## config.mk

```make
export PLATFORM = sky130hd
export DESIGN_NAME = ram_arbiter
export DESIGN_NICKNAME = d
export VERILOG_FILES = /design/src/rtl/ram_arbiter_pkg.sv /design/src/rtl/ram_arbiter_fifo.sv /design/src/rtl/ram_arbiter.sv
export SDC_FILE = /design/constraint.sdc
export NUM_CORES = 1
export LEC_CHECK = 0
export BUFFER_PORTS_ARGS = -buffer_cell sky130_fd_sc_hd__buf_2
export CAP_MARGIN = 5
export CORE_UTILIZATION = 54
export CTS_BUF_LIST = sky130_fd_sc_hd__clkbuf_8
export CTS_CLUSTER_DIAMETER = 120
export DETAILED_ROUTE_END_ITERATION = 10
export PLACE_DENSITY = 0.79
export RECOVER_POWER = 50
export SYNTH_ARGS = -nofsm -noshare
export SYNTH_HDL_FRONTEND = slang
export SYNTH_HIERARCHICAL = 1
export SYNTH_SLANG_ARGS = --single-unit
```

## constraint.sdc

```tcl
create_clock -name clk_sys -period 8.4 [get_ports clk_sys]
set_clock_uncertainty 0.05 [all_clocks]
set_input_delay 0.42 -clock clk_sys [delete_from_list [all_inputs] [get_ports clk_sys]]
set_output_delay 0.42 -clock clk_sys [all_outputs]
set_load 0.005 [all_outputs]
```

## src/rtl/ram_arbiter_pkg.sv

```systemverilog
// Shared state encoding, entry layout and defaults for the main-RAM arbiter.
package ram_arbiter_pkg;

    typedef enum logic {
        CLEAR,
        RUN
    } state_t;

    localparam int unsigned AW_DEFAULT   = 16;
    localparam logic [7:0]  FILL_DEFAULT = 8'hFF;

    // Download entry layout for the native 64 KB RAM.
    typedef struct packed {
        logic [AW_DEFAULT-1:0] addr;
        logic [7:0]            data;
    } dl_entry_t;

endpackage

```

## src/rtl/ram_arbiter_fifo.sv

```systemverilog
// Synchronous download write buffer; a push into a full FIFO is accepted when a pop happens in the same cycle.
module ram_arbiter_fifo
    import ram_arbiter_pkg::*;
#(
    parameter int unsigned DEPTH   = 4,
    parameter type         entry_t = dl_entry_t
) (
    input  logic   clk_sys,
    input  logic   RESET,
    input  logic   push,
    input  logic   pop,
    input  entry_t din,
    output entry_t dout,
    output logic   empty,
    output logic   full,
    output logic   overflow
);
    localparam int unsigned   PW       = $clog2(DEPTH);
    localparam logic [PW:0]   FULL_CNT = (PW + 1)'(DEPTH);

    entry_t        mem [DEPTH];
    logic [PW-1:0] wr_ptr;
    logic [PW-1:0] rd_ptr;
    logic [PW:0]   count;
    logic          do_push;
    logic          do_pop;

    assign empty   = (count == '0);
    assign full    = (count == FULL_CNT);
    assign do_pop  = pop && !empty;
    assign do_push = push && (!full || do_pop);
    assign dout    = mem[rd_ptr];

    always_ff @(posedge clk_sys) begin
        if (do_push) begin
            mem[wr_ptr] <= din;
        end
    end

    always_ff @(posedge clk_sys) begin
        if (RESET) begin
            wr_ptr   <= '0;
            rd_ptr   <= '0;
            count    <= '0;
            overflow <= 1'b0;
        end else begin
            if (do_push) begin
                wr_ptr <= wr_ptr + 1'b1;
            end
            if (do_pop) begin
                rd_ptr <= rd_ptr + 1'b1;
            end
            case ({do_push, do_pop})
                2'b10:   count <= count + 1'b1;
                2'b01:   count <= count - 1'b1;
                default: ;
            endcase
            if (push && !do_push) begin
                overflow <= 1'b1;
            end
        end
    end

endmodule

```

## src/rtl/ram_arbiter.sv

```systemverilog
// Main-RAM sequencer: full clear after reset/request, then CPU vs. buffered download arbitration.
// Build option RAMARB_PATTERN_EN: clear writes 00/FILL in alternating 128-byte blocks instead of all FILL.
module ram_arbiter
    import ram_arbiter_pkg::*;
#(
    parameter int unsigned AW           = AW_DEFAULT,
    parameter logic [7:0]  FILL         = FILL_DEFAULT,
    parameter int unsigned FIFO_DEPTH   = 4,
    parameter int unsigned STARVE_LIMIT = 8
) (
    input  logic          clk_sys,
    input  logic          RESET,
    input  logic          clear_req,
    input  logic          cpu_cs,
    input  logic          cpu_we,
    input  logic [AW-1:0] cpu_addr,
    input  logic [7:0]    cpu_din,
    output logic          cpu_grant,
    output logic          cpu_rvalid,
    output logic [7:0]    cpu_dout,
    input  logic          dl_wr,
    input  logic [AW-1:0] dl_addr,
    input  logic [7:0]    dl_data,
    output logic          dl_full,
    output logic          dl_overflow,
    output logic [AW-1:0] ram_addr,
    output logic [7:0]    ram_d,
    output logic          ram_we,
    input  logic [7:0]    ram_q,
    output logic          clearing
);
    localparam int unsigned   SW         = $clog2(STARVE_LIMIT + 1);
    localparam logic [SW-1:0] STARVE_MAX = SW'(STARVE_LIMIT);

    typedef struct packed {
        logic [AW-1:0] addr;
        logic [7:0]    data;
    } entry_t;

    state_t        state;
    logic [AW-1:0] clr_cnt;
    logic [SW-1:0] starve;
    logic [SW-1:0] starve_nxt;
    logic [AW-1:0] last_addr;
    logic [7:0]    last_d;
    logic          rvalid_q;
    logic [7:0]    clr_byte;
    entry_t        fifo_din;
    entry_t        fifo_dout;
    logic          fifo_pop;
    logic          fifo_empty;

`ifdef RAMARB_PATTERN_EN
    localparam int unsigned PB = (AW > 7) ? 7 : 0;
    assign clr_byte = ((AW > 7) && clr_cnt[PB]) ? FILL : 8'h00;
`else
    assign clr_byte = FILL;
`endif

    assign fifo_din   = '{addr: dl_addr, data: dl_data};
    assign cpu_rvalid = rvalid_q;
    assign cpu_dout   = ram_q;
    assign clearing   = RESET || (state == CLEAR);

    ram_arbiter_fifo #(
        .DEPTH   (FIFO_DEPTH),
        .entry_t (entry_t)
    ) u_fifo (
        .clk_sys  (clk_sys),
        .RESET    (RESET),
        .push     (dl_wr),
        .pop      (fifo_pop),
        .din      (fifo_din),
        .dout     (fifo_dout),
        .empty    (fifo_empty),
        .full     (dl_full),
        .overflow (dl_overflow)
    );

    // The RAM port is driven combinationally so a request is issued in the cycle it is granted.
    always_comb begin
        cpu_grant  = 1'b0;
        fifo_pop   = 1'b0;
        ram_we     = 1'b0;
        ram_addr   = last_addr;
        ram_d      = last_d;
        starve_nxt = starve;
        if (RESET) begin
            starve_nxt = starve;
        end else if (state == CLEAR) begin
            ram_we   = 1'b1;
            ram_addr = clr_cnt;
            ram_d    = clr_byte;
        end else if (!fifo_empty && (starve == STARVE_MAX)) begin
            fifo_pop   = 1'b1;
            ram_we     = 1'b1;
            ram_addr   = fifo_dout.addr;
            ram_d      = fifo_dout.data;
            starve_nxt = '0;
        end else if (cpu_cs) begin
            cpu_grant  = 1'b1;
            ram_we     = cpu_we;
            ram_addr   = cpu_addr;
            ram_d      = cpu_din;
            starve_nxt = fifo_empty ? '0 :
                         (starve == STARVE_MAX) ? starve : starve + 1'b1;
        end else if (!fifo_empty) begin
            fifo_pop   = 1'b1;
            ram_we     = 1'b1;
            ram_addr   = fifo_dout.addr;
            ram_d      = fifo_dout.data;
            starve_nxt = '0;
        end else begin
            starve_nxt = '0;
        end
    end

    always_ff @(posedge clk_sys) begin
        if (RESET) begin
            state     <= CLEAR;
            clr_cnt   <= '0;
            starve    <= '0;
            rvalid_q  <= 1'b0;
            last_addr <= '0;
            last_d    <= '0;
        end else begin
            starve   <= starve_nxt;
            rvalid_q <= cpu_grant && !cpu_we;
            if (cpu_grant || ram_we) begin
                last_addr <= ram_addr;
                last_d    <= ram_d;
            end
            case (state)
                CLEAR: begin
                    if (clear_req) begin
                        clr_cnt <= '0;
                    end else begin
                        clr_cnt <= clr_cnt + 1'b1;
                        if (clr_cnt == '1) begin
                            state <= RUN;
                        end
                    end
                end
                RUN: begin
                    if (clear_req) begin
                        state   <= CLEAR;
                        clr_cnt <= '0;
                    end
                end
                default: state <= CLEAR;
            endcase
        end
    end

endmodule

```

==> results.py <==
metrics = {
    "grt": {
        "grt_usage_pct": 23.8,
        "via_count_of_the_first_global_routing_pass": 4755,
        "grt_antenna_before_repair": 0,
        "grt_pass1_wl_mm": 23.5,
        "grt_overflow_total": 0,
        "pin_count_of_the_biggest_net_entering_global_routing": 74,
    },
    "clocking": {
        "clock_sink_count": 152,
        "cts_setup_buffers": 0,
        "clock_tree.buffer_depth": 2,
        "h-tree-depth": 4,
        "cts.clk_slew.worst_paths_ns": 0.09,
        "cts_buffers": 17,
        "ctsResizeCount": 0,
        "cts_tree": "done",
        "cts_root_buffer": "sky130_fd_sc_hd__clkbuf_8",
        "clk-insertion-delay-late_ns": 0.44,
        "post_cts_hold_buffer_count": 0,
    },
    "yosys": {
        "post_synthesis_sequential_element_count": 152,
        "ys.warnings.count": 6,
        "ys_top_cells_by_area": "sky130_fd_sc_hd__edfxtp_1 42%, sky130_fd_sc_hd__dfxtp_1 16%, sky130_fd_sc_hd__mux4_2 7.9%",
        "cell_taking_the_most_area_after_synthesis": "sky130_fd_sc_hd__edfxtp_1",
        "synth_top_flop_cell": "sky130_fd_sc_hd__edfxtp_1",
        "syn_area_per_cell_um2": 12.1,
        "synthTopCellsByCount": "96 x sky130_fd_sc_hd__edfxtp_1, 56 x sky130_fd_sc_hd__dfxtp_1, 49 x sky130_fd_sc_hd__nand2_1",
        "yosysMostFrequentCell": "sky130_fd_sc_hd__edfxtp_1",
        "synth.cell_area_um2": 6880,
        "ys_async_sr_fraction_pct": 0,
        "post_synthesis_cell_type_count": 56,
        "syn_nets": 637,
        "synth_enable_flop_cells": 96,
        "postSynthCellCount": 567,
        "synth.top_cell.area_share_pct": 41.9,
        "ys_seq_area_share_pct": 58.2,
    },
    "placed_design": {
        "gpl.final_weighted_congestion": 0.812,
        "pre_cts_slack_ns": 4.47,
        "port-buffer-count": 83,
        "post-dp-hpwl_mm": 9.67,
    },
    "floorplan": {
        "starting_density_of_the_core_pct": 56.3,
        "core_area_um2": 12200,
        "core.rowCount": 40,
        "die_width_um": 115,
        "ios": 100,
        "dieHeight_um": 115,
        "floorplan.die_area_um2": 13200,
    },
    "route": {
        "vias_per_cell": 5.90,
        "finalWirelength_mm": 14.5,
        "avgRoutedWirePerCell_um": 18.0,
        "drt_pass1_iterations": 5,
        "detailedRoute.firstIterationViolations": 424,
        "drc": 0,
        "dr_total_vias": 4775,
        "detail-route-antenna-nets": 0,
    },
    "critical_path": {
        "critical_path.endpoint_type": "output port",
        "worstPathRequired_ns": 7.93,
        "crit_path_cell_trace": "nor3_1, nor4bb_1, nor2_1, clkbuf_1, nand3_1, a32oi_1, buf_2",
        "arrival_ns": 4.61,
        "path_class": "register to output port",
        "crit_path_start_kind": "register",
        "worst_path_largest_cell_delay_ns": 1.52,
        "cp_slowest_cell": "sky130_fd_sc_hd__nor3_1",
        "r2r_cells": 7,
        "critical_path_peak_fanout": 24,
    },
    "timing": {
        "fin_crit_ns": 5.08,
        "fin_tns_setup_ns": 0,
        "slew-limit-headroom_pct": -96.7,
        "unrepaired_setup_endpoints_after_global_routing": "false",
        "hold_violations": 0,
        "setup_viol": 0,
        "max_freq_mhz": 197,
        "worst-slew-pin-transition_ns": 2.95,
        "post-route-worst-setup-slack_ns": 3.32,
        "finalCritPeriodShare_pct": 60.5,
        "timing_max_transition_violations_final": 89,
    },
    "cells_and_area": {
        "drive_above_1_share_pct": 20.9,
        "final-seq-area_um2": 4000,
        "num_antenna_cells": 0,
        "multi_input_area_um2": 2540,
        "syn2layout_area_growth_pct": 11.8,
        "fillerInstances": 950,
        "num-nets-final": 699,
    },
    "min_path": {
        "hold_path.class": "input port to register",
        "hold_path_depth": 2,
    },
    "power_and_ir_drop": {
        "static_leakage_nw": 2.59,
        "vdd_drop_max_v": 0.000167,
        "p_per_area_nw_per_um2": 194,
    },
    "status": {
        "failed_checks": "max-capacitance violations, max-slew violations",
        "run_status": "finished, violations left",
    },
    "job": {
        "drv.max_cap_violation_count": 2,
    },
}
-- final timing paths --
path	from	end	slack [ns]
min	cpu_we	cpu_rvalid	0.13
max reg2reg	state	u_fifo/mem[0][12]	4.19
min reg2reg	starve[1]	starve[1]	0.45
max	u_fifo/count[0]	ram_addr[10]	3.32
-- registers in the layout, indices dropped and copies added, names as in the netlist, 2 cells and up, named ones only --
signal and cells:
u_fifo/mem 96, clr_cnt 16, last_addr 16, last_d 8, starve 4, u_fifo/count 3
u_fifo/rd_ptr 2, u_fifo/wr_ptr 2
-- critical path: cells and delay by family, from the launching register on --
family,cells,cell delay [ns]
flops,1,0.39
compound gates,1,0.36
simple gates,4,2.25
buf+inv,2,1.19
-- where the power goes --
| part | total [mW] | switching (mW) | internal, mW |
|---|---|---|---|
| clock network | 0.549 | 0.279 | 0.269 |
| registers | 0.830 | 0.00890 | 0.821 |
| logic | 0.110 | 0.0663 | 0.0436 |
| total | 1.49 | 0.354 | 1.13 |
-- routing by layer --
metal | track usage (%) | wire length (µm) | up-vias
met5 | 0 | 0 | -
met4 | 9.61 | 290 | 0
met3 | 5.80 | 836 | 31
met2 | 38.9 | 7160 | 175
met1 | 30.8 | 6260 | 2314
li1 | - | - | 2255
-- area by class of cell --
cell class,count,area share [%]
flip-flops and latches,152,52.1
repair buffers,88,5.65
clock buffers,17,3.04
inverters,25,1.22
clock inverters,15,2.18
multi-input cells,345,33.1
well taps,168,2.73
-- cell usage in the layout, fill, tap and decap left out, types with 7 or more instances in the layout --
master                     count
sky130_fd_sc_hd__edfxtp_1     96
sky130_fd_sc_hd__mux2i_1      10
sky130_fd_sc_hd__nand2_1      49
sky130_fd_sc_hd__inv_1        24
sky130_fd_sc_hd__xnor2_1       9
sky130_fd_sc_hd__clkbuf_1     27
sky130_fd_sc_hd__o21ai_0      13
sky130_fd_sc_hd__nor2_1       36
sky130_fd_sc_hd__a32oi_1      12
sky130_fd_sc_hd__buf_2        58
sky130_fd_sc_hd__a21oi_1      32
sky130_fd_sc_hd__xor2_1        7
sky130_fd_sc_hd__nor2b_1       7
sky130_fd_sc_hd__nand2b_1      7
sky130_fd_sc_hd__nor4_1        7
sky130_fd_sc_hd__mux2_2        8
sky130_fd_sc_hd__a31oi_1      18
sky130_fd_sc_hd__nand3_1      32
sky130_fd_sc_hd__dfxtp_1      56
sky130_fd_sc_hd__mux4_2       24
sky130_fd_sc_hd__o221ai_1      7
sky130_fd_sc_hd__clkbuf_8     17
sky130_fd_sc_hd__ha_1          7
sky130_fd_sc_hd__o22ai_1       8
-- metrics by stage --
stage          std cells  power [mW]  hold WS (ns)  util (%)  instance area [µm²]
2_1_floorplan        567       0.913         0.411         -                 6880
3_3_place_gp         777       0.949         0.422      59.9                 7320
3_5_place_dp         777       0.955         0.440      59.9                 7320
4_1_cts              809        1.50         0.112      63.2                 7720
5_1_grt              810        1.55         0.108      63.0                 7690
6_report             810        1.49         0.128      63.0                 7690
-- kinds of logic after synthesis --
| family | after synthesis | synth area share [%] |
|---|---|---|
| xor gates and xnor gates | 16 | 2.04 |
| DFF | 152 | 58.2 |
| and+or+nand+nor | 171 | 12.5 |
| AOI/OAI and AO/OA | 107 | 10.2 |
| muxes | 43 | 10.8 |
| buffers and inverters | 70 | 4.58 |
| adders and majority gates | 8 | 1.56 |
Note: power is estimated with default switching activity, not from simulation.
